File: src/rtl/add_seq_arbiter_if.sv
// Request/response/adder-cell bundle for the two-requester bit-serial adder.
interface add_seq_arbiter_if #(
    parameter int unsigned WIDTH = 8
) ();
    logic             req0_valid;
    logic [WIDTH-1:0] req0_a;
    logic [WIDTH-1:0] req0_b;
    logic             req0_ready;

    logic             req1_valid;
    logic [WIDTH-1:0] req1_a;
    logic [WIDTH-1:0] req1_b;
    logic             req1_ready;

    logic             rsp_valid;
    logic             rsp_id;
    logic [WIDTH-1:0] rsp_sum;
    logic             rsp_cout;
    logic             rsp_ready;

    logic             add_c_sel;
    logic             add_in_xor;
    logic             add_in_and;
    logic             add_cin;
    logic             add_sum;
    logic             add_cout;

    // Controller side
    modport slave (
        input  req0_valid, req0_a, req0_b,
        output req0_ready,
        input  req1_valid, req1_a, req1_b,
        output req1_ready,
        output rsp_valid, rsp_id, rsp_sum, rsp_cout,
        input  rsp_ready,
        output add_c_sel, add_in_xor, add_in_and, add_cin,
        input  add_sum, add_cout
    );

    // Requester / consumer / adder-cell side
    modport master (
        output req0_valid, req0_a, req0_b,
        input  req0_ready,
        output req1_valid, req1_a, req1_b,
        input  req1_ready,
        input  rsp_valid, rsp_id, rsp_sum, rsp_cout,
        output rsp_ready,
        input  add_c_sel, add_in_xor, add_in_and, add_cin,
        output add_sum, add_cout
    );
endinterface

File: src/rtl/add_seq_arbiter.sv
// Round-robin arbiter in front of a bit-serial adder built on one external
// full-adder cell: one bit per cycle, LSB first, result held until taken.
module add_seq_arbiter #(
    parameter int unsigned WIDTH = 8
) (
    input  logic              wb_clk_i,
    input  logic              wb_rst_i,
    add_seq_arbiter_if.slave  bus
);
    localparam int unsigned IDX_W = (WIDTH > 1) ? $clog2(WIDTH) : 1;
    localparam logic [IDX_W-1:0] LAST_IDX = IDX_W'(WIDTH - 1);

    typedef enum logic [1:0] {
        IDLE = 2'd0,
        RUN  = 2'd1,
        DONE = 2'd2
    } state_t;

    state_t           state;
    logic [WIDTH-1:0] op_a;
    logic [WIDTH-1:0] op_b;
    logic [WIDTH-1:0] result;
    logic             carry;
    logic [IDX_W-1:0] idx;
    logic             owner;
    logic             last_grant;
    logic             rsp_valid_q;

    logic             pick1_c;
    logic             idle_c;
    logic             run_c;

    // Requester 1 wins when it is alone, or on a tie when requester 0 went last
    assign pick1_c = bus.req1_valid & (~bus.req0_valid | ~last_grant);
    assign idle_c  = (state == IDLE) & ~wb_rst_i;
    assign run_c   = (state == RUN);

    // Ready is a same-cycle grant so an accept happens on the first IDLE cycle
    assign bus.req0_ready = idle_c & bus.req0_valid & ~pick1_c;
    assign bus.req1_ready = idle_c & pick1_c;

    // Adder cell operands for the current bit; quiet outside RUN
    assign bus.add_c_sel  = 1'b1;
    assign bus.add_in_xor = run_c & (op_a[idx] ^ op_b[idx]);
    assign bus.add_in_and = run_c & (op_a[idx] & op_b[idx]);
    assign bus.add_cin    = run_c & carry;

    assign bus.rsp_valid = rsp_valid_q;
    assign bus.rsp_id    = owner;
    assign bus.rsp_sum   = result;
    assign bus.rsp_cout  = carry;

    // Controller: accept/arbitrate, serial add, hold result until consumed
    always_ff @(posedge wb_clk_i) begin
        if (wb_rst_i) begin
            state       <= IDLE;
            op_a        <= '0;
            op_b        <= '0;
            result      <= '0;
            carry       <= 1'b0;
            idx         <= '0;
            owner       <= 1'b0;
            last_grant  <= 1'b1;
            rsp_valid_q <= 1'b0;
        end else begin
            case (state)
                IDLE: begin
                    if (bus.req0_valid | bus.req1_valid) begin
                        op_a       <= pick1_c ? bus.req1_a : bus.req0_a;
                        op_b       <= pick1_c ? bus.req1_b : bus.req0_b;
                        owner      <= pick1_c;
                        last_grant <= pick1_c;
                        idx        <= '0;
                        carry      <= 1'b0;
                        state      <= RUN;
                    end
                end
                RUN: begin
                    result[idx] <= bus.add_sum;
                    carry       <= bus.add_cout;
                    if (idx == LAST_IDX) begin
                        idx         <= '0;
                        rsp_valid_q <= 1'b1;
                        state       <= DONE;
                    end else begin
                        idx <= idx + IDX_W'(1);
                    end
                end
                DONE: begin
                    if (bus.rsp_ready) begin
                        rsp_valid_q <= 1'b0;
                        state       <= IDLE;
                    end
                end
                default: begin
                    rsp_valid_q <= 1'b0;
                    state       <= IDLE;
                end
            endcase
        end
    end
endmodule
File: src/flat_wrapper.sv
// flat-port wrapper written by rule: the top's interface ports become plain ports
module add_seq_arbiter_flat 
#(
    parameter int unsigned WIDTH = 8
)
  (wb_clk_i, wb_rst_i, bus_req0_valid, bus_req0_a, bus_req0_b, bus_req0_ready, bus_req1_valid, bus_req1_a, bus_req1_b, bus_req1_ready, bus_rsp_valid, bus_rsp_id, bus_rsp_sum, bus_rsp_cout, bus_rsp_ready, bus_add_c_sel, bus_add_in_xor, bus_add_in_and, bus_add_cin, bus_add_sum, bus_add_cout);
  add_seq_arbiter_if #(.WIDTH(WIDTH)) bus_i ();
  input  logic wb_clk_i;
  input  logic wb_rst_i;
  input wire logic [$bits(bus_i.req0_valid)-1:0] bus_req0_valid;
  input wire logic [$bits(bus_i.req0_a)-1:0] bus_req0_a;
  input wire logic [$bits(bus_i.req0_b)-1:0] bus_req0_b;
  output wire logic [$bits(bus_i.req0_ready)-1:0] bus_req0_ready;
  input wire logic [$bits(bus_i.req1_valid)-1:0] bus_req1_valid;
  input wire logic [$bits(bus_i.req1_a)-1:0] bus_req1_a;
  input wire logic [$bits(bus_i.req1_b)-1:0] bus_req1_b;
  output wire logic [$bits(bus_i.req1_ready)-1:0] bus_req1_ready;
  output wire logic [$bits(bus_i.rsp_valid)-1:0] bus_rsp_valid;
  output wire logic [$bits(bus_i.rsp_id)-1:0] bus_rsp_id;
  output wire logic [$bits(bus_i.rsp_sum)-1:0] bus_rsp_sum;
  output wire logic [$bits(bus_i.rsp_cout)-1:0] bus_rsp_cout;
  input wire logic [$bits(bus_i.rsp_ready)-1:0] bus_rsp_ready;
  output wire logic [$bits(bus_i.add_c_sel)-1:0] bus_add_c_sel;
  output wire logic [$bits(bus_i.add_in_xor)-1:0] bus_add_in_xor;
  output wire logic [$bits(bus_i.add_in_and)-1:0] bus_add_in_and;
  output wire logic [$bits(bus_i.add_cin)-1:0] bus_add_cin;
  input wire logic [$bits(bus_i.add_sum)-1:0] bus_add_sum;
  input wire logic [$bits(bus_i.add_cout)-1:0] bus_add_cout;
  assign bus_i.req0_valid = bus_req0_valid;
  assign bus_i.req0_a = bus_req0_a;
  assign bus_i.req0_b = bus_req0_b;
  assign bus_req0_ready = bus_i.req0_ready;
  assign bus_i.req1_valid = bus_req1_valid;
  assign bus_i.req1_a = bus_req1_a;
  assign bus_i.req1_b = bus_req1_b;
  assign bus_req1_ready = bus_i.req1_ready;
  assign bus_rsp_valid = bus_i.rsp_valid;
  assign bus_rsp_id = bus_i.rsp_id;
  assign bus_rsp_sum = bus_i.rsp_sum;
  assign bus_rsp_cout = bus_i.rsp_cout;
  assign bus_i.rsp_ready = bus_rsp_ready;
  assign bus_add_c_sel = bus_i.add_c_sel;
  assign bus_add_in_xor = bus_i.add_in_xor;
  assign bus_add_in_and = bus_i.add_in_and;
  assign bus_add_cin = bus_i.add_cin;
  assign bus_i.add_sum = bus_add_sum;
  assign bus_i.add_cout = bus_add_cout;
  add_seq_arbiter #(.WIDTH(WIDTH)) u_core (.wb_clk_i(wb_clk_i), .wb_rst_i(wb_rst_i), .bus(bus_i));
endmodule
File: config.mk
export PLATFORM = sky130hd
export DESIGN_NAME = add_seq_arbiter_flat
export DESIGN_NICKNAME = d
export VERILOG_FILES = /design/src/rtl/add_seq_arbiter_if.sv /design/src/rtl/add_seq_arbiter.sv /design/src/flat_wrapper.sv
export SDC_FILE = /design/constraint.sdc
export NUM_CORES = 1
export LEC_CHECK = 0
export CORE_ASPECT_RATIO = 2
export CORE_MARGIN = 10
export CORE_UTILIZATION = 50
export CTS_CLUSTER_DIAMETER = 40
export DETAILED_ROUTE_END_ITERATION = 8
export PLACE_DENSITY_LB_ADDON = 0.05
export SLEW_MARGIN = 20
export SYNTH_ARGS = -nofsm -noshare
export SYNTH_HDL_FRONTEND = slang
export SYNTH_SLANG_ARGS = --single-unit
File: constraint.sdc
create_clock -name wb_clk_i -period 4.7 [get_ports wb_clk_i]
set_input_delay 0.705 -clock wb_clk_i [delete_from_list [all_inputs] [get_ports wb_clk_i]]
set_output_delay 0.705 -clock wb_clk_i [all_outputs]
set_load 0.02 [all_outputs]
**Word-level counts from Yosys, hierarchy flattened**

Index checks and enable logic that the tools add are counted.

- Word-level logic and storage cells: 63
- Bits in registers: 33
- Output and inout bits: 17

- $lt $le $gt $ge: 2
- Bitwise logic cells: 17
- Multiplexer cells: 21
- Reduce and logical (&&, ||, !) cells: 7
- Add/sub/neg operators: 1
- Equality and inequality tests: 6

Operators with widths:

| kind | count |
|---|---|
| $mux 8 | 2 |
| $and 1x1->1 | 9 |
| $bwmux 8 | 1 |
| $bmux 1 s3 | 2 |
| $mux 1 | 6 |
| $mux 2 | 3 |
| $mux 3 | 2 |
| $ne 2x2->1 const B | 3 |
| $pmux 2 s3 | 1 |
| $pmux 3 s2 | 1 |
| $reduce_and 3->1 | 2 |
| $not 1->1 | 5 |
| $lt 3x4->1 const B | 1 |
| $reduce_and 2->1 | 2 |
| $add 3x1->3 const B | 1 |
| $demux 1 s3 | 1 |
| $eq 3x3->1 const B | 1 |
| $ge 3x1->1 const B | 1 |
| $pmux 1 s3 | 1 |
| $eq 2x1->1 const B | 1 |
| $eq 2x2->1 const B | 1 |
| $logic_not 2->1 | 1 |
| $or 1x1->1 | 2 |
| $pmux 1 s2 | 1 |
| 3 further kinds | 3 |

**Longest topological paths before layout**

Gate-level depths: netlist of the first run.

- Depth after elaboration: 5
- Depth in mapped cells: 6
- Depth with buffers taken out: 5

**Worst setup path before layout of the first run**

OpenSTA, ideal clock, no wires.

- Path kind: input to output
- Start point: in bus_req1_valid
- End point: out bus_req0_ready
- Path slack: 2.201 ns
- Stages: 3
- Required time: 3.995 ns
- Arrival time: 1.794 ns
- Path through: a21boi_4 > buf_4 > nor4b_1

- Word-level cells in the longest chain between the ends: 3

RTL lines:

| what | RTL line | text |
|---|---|---|
| start, declared | flat_wrapper.sv:14 | `input wire logic [$bits(bus_i.req1_valid)-1:0] bus_req1_valid;` |
| $and 1x1->1 | add_seq_arbiter.sv:34 | `assign pick1_c = bus.req1_valid & (~bus.req0_valid \| ~last_grant);` |
| $not 1->1 | add_seq_arbiter.sv:39 | `assign bus.req0_ready = idle_c & bus.req0_valid & ~pick1_c;` |
| $and 1x1->1 | add_seq_arbiter.sv:39 |  |
| end, declared | flat_wrapper.sv:13 | `output wire logic [$bits(bus_i.req0_ready)-1:0] bus_req0_ready;` |

Every way passes these cells.

**Final worst setup path of the first run**

- Start point: reg u_core.idx[0]
- End point: out bus_add_in_xor

- Word-level cells in the longest chain between the ends: 4
- Elaborated cells on any way between the ends: 6

RTL lines:

| what | RTL line | text |
|---|---|---|
| start, declared | add_seq_arbiter.sv:24 | `logic [IDX_W-1:0] idx;` |
| start signal, assigned | add_seq_arbiter.sv:86 | `idx <= idx + IDX_W'(1);` |
| $bmux 1 s3 | add_seq_arbiter.sv:44 | `assign bus.add_in_xor = run_c & (op_a[idx] ^ op_b[idx]);` |
| $mux 1 (implied by the code) | add_seq_arbiter.sv:44 |  |
| $xor 1x1->1 * | add_seq_arbiter.sv:44 |  |
| $and 1x1->1 * | add_seq_arbiter.sv:44 |  |
| end, declared | flat_wrapper.sv:24 | `output wire logic [$bits(bus_i.add_in_xor)-1:0] bus_add_in_xor;` |

Every way passes the cells marked *; elsewhere a longest branch is shown, timed or not. The select of a mux whose other input is x is not followed.

==> results of run 1 <==
[critical path: cells and delay by family (launching register included)]
kind / cells / cell delay, ns
flops: 1 / 0.64
simple gates: 1 / 0.11
mux: 2 / 0.85
fa+ha+maj: 1 / 0.27
buf+inv: 1 / 0.60
[synthesized netlist by cell type (all sizes together)]
cell type,number
nand2,42
dfxtp,33
a21oi,24
a311oi,16
buf,12
mux2i,9
nand2b,9
nor2,6
nand3,5
clkbuf,4
o211ai,4
and2,3
ha,3
a31oi,2
mux4,2
nand4,2
nor2b,2
nor4b,2
o21ai,2
or2,2
a2111oi,1
a21bo,1
a21boi,1
a221o,1
and2b,1
and3,1
conb,1
dlymetal6s2s,1
inv,1
mux2,1
nor3,1
nor3b,1
nor4bb,1
o32a,1
o41ai,1
or3,1
[flip-flops by register name, indices dropped and copies added (netlist names), 2 cells and up]
| name | cells |
|---|---|
| u_core.idx | 3 |
| u_core.bus.rsp_sum | 8 |
| u_core.op_a | 8 |
| u_core.op_b | 8 |
| u_core.state | 2 |
[power by group through the flow]
stage	Sequential [W]	Clock (W)	Combinational (W)
finish	0.000314	0.000233	0.000127
global route	0.000316	0.000249	0.000141
CTS	0.000313	0.000238	0.000129
detailed placement	0.000319	0	0.000128
global placement	0.000318	0	0.000125
floorplan	0.000314	0	0.0000844
[worst min path at each step]
stage,start,to,slack (ns)
global placement,u_core.bus.rsp_valid$_SDFFE_PP0P_,u_core.bus.rsp_valid$_SDFFE_PP0P_,0.45
global route,u_core.bus.rsp_valid$_SDFFE_PP0P_,u_core.bus.rsp_valid$_SDFFE_PP0P_,0.47
finish,u_core.bus.rsp_valid$_SDFFE_PP0P_,u_core.bus.rsp_valid$_SDFFE_PP0P_,0.46
CTS,u_core.bus.rsp_valid$_SDFFE_PP0P_,u_core.bus.rsp_valid$_SDFFE_PP0P_,0.46
detailed placement,u_core.bus.rsp_valid$_SDFFE_PP0P_,u_core.bus.rsp_valid$_SDFFE_PP0P_,0.46
floorplan,u_core.op_a[0]$_SDFFE_PP0P_,u_core.op_a[0]$_SDFFE_PP0P_,0.49
[through the flow]
| step | utilization (%) | hold WS [ns] | instances | total power, W |
|---|---|---|---|---|
| 2_1_floorplan | - | 0.4878 | 200 | 0.0003981 |
| 3_3_place_gp | 65.53 | 0.4460 | 286 | 0.0004428 |
| 3_5_place_dp | 65.53 | 0.4552 | 286 | 0.0004474 |
| 4_1_cts | 68.50 | 0.4646 | 294 | 0.0006797 |
| 5_1_grt | 68.50 | 0.4729 | 294 | 0.0007050 |
| 6_report | 68.50 | 0.4571 | 294 | 0.0006746 |
[cell type report]
cell class / instances / area share (%)
timing repair buffer: 55 / 23.42
clock buffer: 7 / 4.118
inverter: 1 / 0.1604
sequential: 33 / 28.24
tap: 48 / 2.567
multi-input combinational: 149 / 41.28
clock inverter: 1 / 0.2139
[cells in the final DEF, fill, tap and decap left out, types with 2 or more instances in the layout]
cell type,count
a311oi_1,15
clkbuf_8,7
or2_1,2
nand4_1,2
mux2i_1,9
nand3_1,5
mux4_2,2
nor2_4,2
and2_1,3
nand2b_1,9
o211ai_1,4
a21oi_1,24
a31oi_1,2
nor4b_1,2
nor2_1,4
dfxtp_1,33
ha_1,3
nor2b_1,2
o21ai_0,2
nand2_1,42
clkdlybuf4s50_1,54
[metal layers]
metal	routed length, um	up-vias
li1	-	811
met1	1755	771
met2	2486	66
met3	290	16
met4	188	0
met5	0	-
[logic make-up (layout without fill, tap and decap cells)]
group | Yosys count | after routing | synth area share [%]
AND/OR/NAND/NOR | 79 | 79 | 22.16
flip-flops | 33 | 33 | 37.26
multiplexers | 12 | 12 | 8.257
AO/OA/AOI/OAI | 54 | 54 | 21.74
other | 1 | 1 | 0.2115
adder cells (fa/ha/maj) | 3 | 3 | 2.117
buffers and inverters | 18 | 64 | 8.256
==> metrics.yaml, run 1 <==
grt_pass1_wl_mm: 7.810
wl_per_cell_um: 16.05
syn_area_um2: 1773
cpMaxStageDelayCell: "dfxtp_1"
p_sw_w: 0.0001778
crit_path_end_kind: "output pin"
clockBufferDepth: 2
crit_end: "bus_add_in_xor"
worstMarginPinSlew_ns: 0.6197
hold_viol: 0
fin_ws_ns: 1.246
antennaDiodeCount: 0
ys_top_cells_by_area: "dfxtp_1 (37%), nand2_1 (8.9%), a311oi_1 (7.4%)"
totalWireLength_mm: 4.720
reg2reg_to: "u_core.idx[0]$_SDFFE_PP0P_"
syn_avg_cell_area_um2: 8.865
grt.total_usage_pct: 14.30
rsz0062_at_grt: "false"
switching_share_pct: 26.36
fillers: 282
finalSetupTns_ns: 0
dieArea_um2: 6472
min-delay-path-class: "flip-flop to flip-flop"
dr.pass1.iters: 4
drtIter0Drc: 54
htreeDepth: 2
max_slew_margin_pct: 58.54
holdBufCountCts: 0
worstSetupPathType: "flip-flop to output pin"
finalSetupViolations: 0
root_buffer: "clkbuf_8"
yosysTopAreaCell: "dfxtp_1"
status: "completed"
yosys.cell_types.count: 41
start_util_pct: 51.90
first_global_vias: 1697
cts_sinks: 33
die_w_um: 62.11
ios: 56
place.gp.congestion: 0.8808
multi_input_area_um2: 965.9
worst-path-max-fanout: 14
final_nets: 287
ant_nets: 0
crit_start: "u_core.idx[0]$_SDFFE_PP0P_"
overflow: 0
period_share_pct: 73.48
core_area_um2: 3416
viasPerCell: 5.660
cp-start-kind: "flip-flop"
postSynthNetCount: 242
fin_worst_skew_ns: 0.002585
p_int_w: 0.0004968
drc_errors: 0
drv_cap: 0
pwr-share-comb_pct: 18.9
yosys_register_bits: 33
seqPwrFrac_pct: 46.5
synth_top_area_share_pct: 37.26
yosysWarnings: 0
crit_arrival_ns: 2.75
regArea_um2: 660.6
die_h_um: 104.2
fmax_mhz: 289.6
area_delta_synth_final_pct: 31.97
place_area_um2: 2238
post_cts_buffers: 0
slowest_delay_ns: 0.64
irDropWorstVdd_v: 0.0002380
reg2reg_depth: 4
power_density_nw_per_um2: 288.3
cts.clk_slew.worst_paths_ns: 0.07
synthCells: 200
path_cells: "mux4_2, mux2_2, ha_1, and2_1, clkdlybuf4s50_1"
drive_gt1_share_pct: 6.911
pre_cts_slack_ns: 1.534
rows: 30
grt_util_met3_pct: 4.099
numPortBuffers: 54
grt_max_degree: 37
grt_use_met1_pct: 13.69
clkLatencyLatePin_ns: 0.28
crit_required_ns: 3.99
dr_total_vias: 1664
leakage_nw: 0.8777
use_met2_pct: 25.81
grt-busiest-layer: "met2"
cts_resized: 0
power_frac_clock_pct: 34.6
design_area_um2: 2340
cts_buffers: 5
ys_seq_area_share_pct: 37.26
dp_hpwl_mm: 3.697
hold_depth: 2
antenna_found_initial: 0
fin_crit_ns: 3.454
r2r_slack_ns: 3.15
cts_tree: "done"
slew_viol_final: 0
r2r-start: "u_core.idx[0]$_SDFFE_PP0P_"
(Power assumes the default switching activity.)
==> run 2, diff against run 1 <==
CORE_UTILIZATION = 42   (was 50)
clock period = 2.9 ns   (was 4.7 ns; I/O delays follow)
==> metrics.yaml, run 2 (synthesized netlist as in run 1, its figures left out) <==
numPortBuffers: 54
antenna_found_initial: 0
grt.total_usage_pct: 13.88
hold_viol: 0
slew_viol_final: 0
first_global_vias: 1800
post_cts_buffers: 0
root_buffer: "clkbuf_8"
status: "completed"
reg2reg_depth: 5
dp_hpwl_mm: 3.967
totalWireLength_mm: 4.923
crit_start: "u_core.idx[0]$_SDFFE_PP0P_"
wl_per_cell_um: 16.36
grt_max_degree: 24
power_density_nw_per_um2: 453.2
clkLatencyLatePin_ns: 0.28
cts.clk_slew.worst_paths_ns: 0.07
period_share_pct: 95.28
rows: 33
cts_tree: "done"
core_area_um2: 4088
clockBufferDepth: 2
drc_errors: 0
drtIter0Drc: 29
die_h_um: 111.9
r2r-start: "u_core.idx[0]$_SDFFE_PP0P_"
cts_buffers: 5
dieArea_um2: 7377
holdBufCountCts: 0
overflow: 0
start_util_pct: 43.37
reg2reg_to: "u_core.idx[0]$_SDFFE_PP0P_"
drive_gt1_share_pct: 7.631
worstMarginPinSlew_ns: 0.6540
dr_total_vias: 1643
crit_path_end_kind: "output pin"
worstSetupPathType: "flip-flop to output pin"
viasPerCell: 5.458
r2r_slack_ns: 1.37
die_w_um: 65.94
leakage_nw: 0.8916
worst-path-max-fanout: 3
crit_arrival_ns: 2.33
antennaDiodeCount: 0
cp-start-kind: "flip-flop"
ios: 56
htreeDepth: 2
final_cell_mix: "clkdlybuf4s50_1 (53), nand2_1 (42), dfxtp_1 (33)"
fin_crit_ns: 2.763
area_delta_synth_final_pct: 33.03
max_slew_margin_pct: 56.24
crit_required_ns: 2.47
min-delay-path-class: "flip-flop to flip-flop"
fmax_mhz: 361.9
drv_cap: 0
crit_end: "bus_add_in_and"
fin_hold_ws_ns: 0.4651
cts_sinks: 33
grt_pass1_wl_mm: 8.307
ant_nets: 0
fin_worst_skew_ns: 0.003488
rsz0062_at_grt: "false"
finalSetupViolations: 0
finalSetupTns_ns: 0
final_nets: 291
final_common_cell: "clkdlybuf4s50_1"
place.gp.congestion: 0.8552
irDropWorstVdd_v: 0.0002710
dr.pass1.iters: 4
-- run 2: worst min-delay path by stage --
stage                                       from                                 to  slack, ns  cells past startpoint
6_report       u_core.bus.rsp_valid$_SDFFE_PP0P_  u_core.bus.rsp_valid$_SDFFE_PP0P_       0.47                      2
5_1_grt        u_core.bus.rsp_valid$_SDFFE_PP0P_  u_core.bus.rsp_valid$_SDFFE_PP0P_       0.50                      2
4_1_cts        u_core.bus.rsp_valid$_SDFFE_PP0P_  u_core.bus.rsp_valid$_SDFFE_PP0P_       0.47                      2
3_5_place_dp   u_core.bus.rsp_valid$_SDFFE_PP0P_  u_core.bus.rsp_valid$_SDFFE_PP0P_       0.46                      2
3_3_place_gp   u_core.bus.rsp_valid$_SDFFE_PP0P_  u_core.bus.rsp_valid$_SDFFE_PP0P_       0.45                      2
2_1_floorplan        u_core.op_a[0]$_SDFFE_PP0P_        u_core.op_a[0]$_SDFFE_PP0P_       0.49                      2
-- run 2: per-stage QoR --
step	power [W]	worst slack, ns	cell area (um^2)	util, %	cells
global route	0.001114	0.04165	2359	57.70	301
global placement	0.0007270	0.3151	2273	55.62	294
detailed placement	0.0007330	0.2701	2273	55.62	294
finish	0.001069	0.1368	2359	57.70	301
CTS	0.001079	0.1182	2359	57.70	301
floorplan	0.0006451	0.8330	1773	-	200
-- run 2: where the power goes --
| group | total, W | switching, W | internal [W] | leakage, nW |
|---|---|---|---|---|
| Combinational | 0.000218 | 0.000106 | 0.000112 | 0.576 |
| Sequential | 0.000502 | 0.0000200 | 0.000482 | 0.271 |
| Clock | 0.000349 | 0.000161 | 0.000188 | 0.0443 |
| Total | 0.00107 | 0.000287 | 0.000782 | 0.892 |
-- run 2: timing repair --
item / 4_1_cts / 5_1_grt
endpoints found under the setup margin: 1 / 0
hold endpoints to repair: 0 / 0
gates resized for setup: 1 / 0
-- run 2: final cells by class --
| cell class | instances | area, um^2 |
|---|---|---|
| clock buffers | 7 | 86.33 |
| fillers | 387 | 1729 |
| inverters | 1 | 3.754 |
| multi-input cells | 149 | 965.9 |
| flip-flops and latches | 33 | 660.6 |
| well taps | 52 | 65.06 |
| repair buffers | 59 | 576.8 |
-- run 2: metal layers --
metal  global-route usage, %  up-vias  wire length, um
met5                       0        -                0
met4                   8.158        0              194
met3                   4.518       16              394
met2                   25.03       59             2638
met1                   12.76      746             1696
li1                        -      822                -
-- run 2: worst max-delay path, cell delays in order, from the launching register on --
cell             delay (ns)
dfxtp_1                0.39
mux4_2                 0.53
mux2_2                 0.29
ha_1                   0.17
and2_1                 0.13
clkdlybuf4s50_1        0.54
==> run 3, diff against run 2 <==
CORE_MARGIN = 8   (was 10)
==> metrics.yaml, run 3 (synthesized netlist as in run 1, its figures left out) <==
status: "completed"
fmax_mhz: 365.4
final_nets: 292
place_area_um2: 2281
antenna_found_initial: 0
cp-start-kind: "flip-flop"
antennaDiodeCount: 0
grt_pass1_wl_mm: 7.969
reg2reg_depth: 5
root_buffer: "clkbuf_8"
grt_max_degree: 26
dp_hpwl_mm: 3.808
finalSetupTns_ns: 0
worstSetupPathType: "flip-flop to output pin"
power_density_nw_per_um2: 451.1
design_area_um2: 2366
start_util_pct: 43.37
r2r_slack_ns: 1.34
irDropWorstVdd_v: 0.0003185
die_w_um: 61.94
worstMarginPinSlew_ns: 0.6716
drive_gt1_share_pct: 8.000
numPortBuffers: 54
cts_sinks: 33
viasPerCell: 5.579
slew_viol_final: 0
reg2reg_to: "u_core.idx[0]$_SDFFE_PP0P_"
final_cell_mix: "clkdlybuf4s50_1 (53), nand2_1 (42), dfxtp_1 (33)"
grt.total_usage_pct: 15.56
leakage_nw: 0.8965
hold_viol: 0
utilization_pct: 57.88
clockBufferDepth: 2
ant_nets: 0
rows: 33
drv_cap: 0
finalPower_w: 0.001067
fin_worst_skew_ns: 0.003339
fin_crit_ns: 2.737
drtIter0Drc: 37
finalSetupViolations: 0
rsz0062_at_grt: "false"
min-delay-path-class: "flip-flop to flip-flop"
max_slew_margin_pct: 55.06
htreeDepth: 2
crit_end: "bus_add_in_and"
dr_total_vias: 1685
crit_start: "u_core.idx[2]$_SDFFE_PP0P_"
dieArea_um2: 6682
wl_per_cell_um: 15.81
crit_required_ns: 2.47
cts.clk_slew.worst_paths_ns: 0.06
dr.pass1.iters: 4
totalWireLength_mm: 4.775
crit_arrival_ns: 2.30
core_area_um2: 4088
cts_buffers: 5
place.gp.congestion: 0.8457
die_h_um: 107.9
cts_tree: "done"
holdBufCountCts: 0
first_global_vias: 1756
drc_errors: 0
clkLatencyLatePin_ns: 0.28
crit_path_end_kind: "output pin"
area_delta_synth_final_pct: 33.45
r2r-start: "u_core.idx[0]$_SDFFE_PP0P_"
final_common_cell: "clkdlybuf4s50_1"
period_share_pct: 94.38
ios: 56
worst-path-max-fanout: 14
overflow: 0
run 3: how the worst min path moves through the flow:
stage                                      start                                 to  slack (ns)  depth (start not counted)
4_1_cts        u_core.bus.rsp_valid$_SDFFE_PP0P_  u_core.bus.rsp_valid$_SDFFE_PP0P_        0.46                          2
3_5_place_dp   u_core.bus.rsp_valid$_SDFFE_PP0P_  u_core.bus.rsp_valid$_SDFFE_PP0P_        0.45                          2
2_1_floorplan        u_core.op_a[0]$_SDFFE_PP0P_        u_core.op_a[0]$_SDFFE_PP0P_        0.49                          2
6_report       u_core.bus.rsp_valid$_SDFFE_PP0P_  u_core.bus.rsp_valid$_SDFFE_PP0P_        0.45                          2
5_1_grt        u_core.bus.rsp_valid$_SDFFE_PP0P_  u_core.bus.rsp_valid$_SDFFE_PP0P_        0.49                          2
3_3_place_gp   u_core.bus.rsp_valid$_SDFFE_PP0P_  u_core.bus.rsp_valid$_SDFFE_PP0P_        0.44                          2
run 3: report_power, final:
part           switching [W]  internal, W  total (W)
clock               0.000156     0.000188   0.000344
sequential         0.0000208     0.000482   0.000502
combinational       0.000107     0.000114   0.000221
total               0.000284     0.000784    0.00107
run 3: timing repair:
item | 4_1_cts | 5_1_grt
endpoints found under the setup margin | 1 | 0
setup buffers | 0 | 0
gates resized for setup | 1 | 0
run 3: metrics by stage:
stage | setup slack, ns | hold WS, ns | instances
floorplan | 0.8330 | 0.4878 | 200
global placement | 0.3107 | 0.4447 | 295
detailed placement | 0.2071 | 0.4502 | 295
CTS | 0.1266 | 0.4592 | 302
global route | 0.03103 | 0.4862 | 302
finish | 0.1631 | 0.4535 | 302
run 3: routing by layer:
metal	vias up	global-route usage [%]	share of wire, %
li1	826	-	-
met2	60	26.36	53
met4	0	8.703	3.5
met1	787	16.06	37
met3	12	4.431	6.4
met5	-	0	0
run 3: layout make-up:
class / count / area [um^2]
repair buffers: 60 / 584.3
fillers: 359 / 1722
flip-flops and latches: 33 / 660.6
clock buffers: 7 / 86.33
inverters: 1 / 3.754
multi-input cells: 149 / 965.9
well taps: 52 / 65.06
run 3: critical path: stages, from the launching register on:
cell and delay, ns:
dfxtp_1 0.61, mux2i_1 0.14, o32a_1 0.31, nand3_1 0.09, ha_1 0.14, and2_1 0.12
clkdlybuf4s50_1 0.60
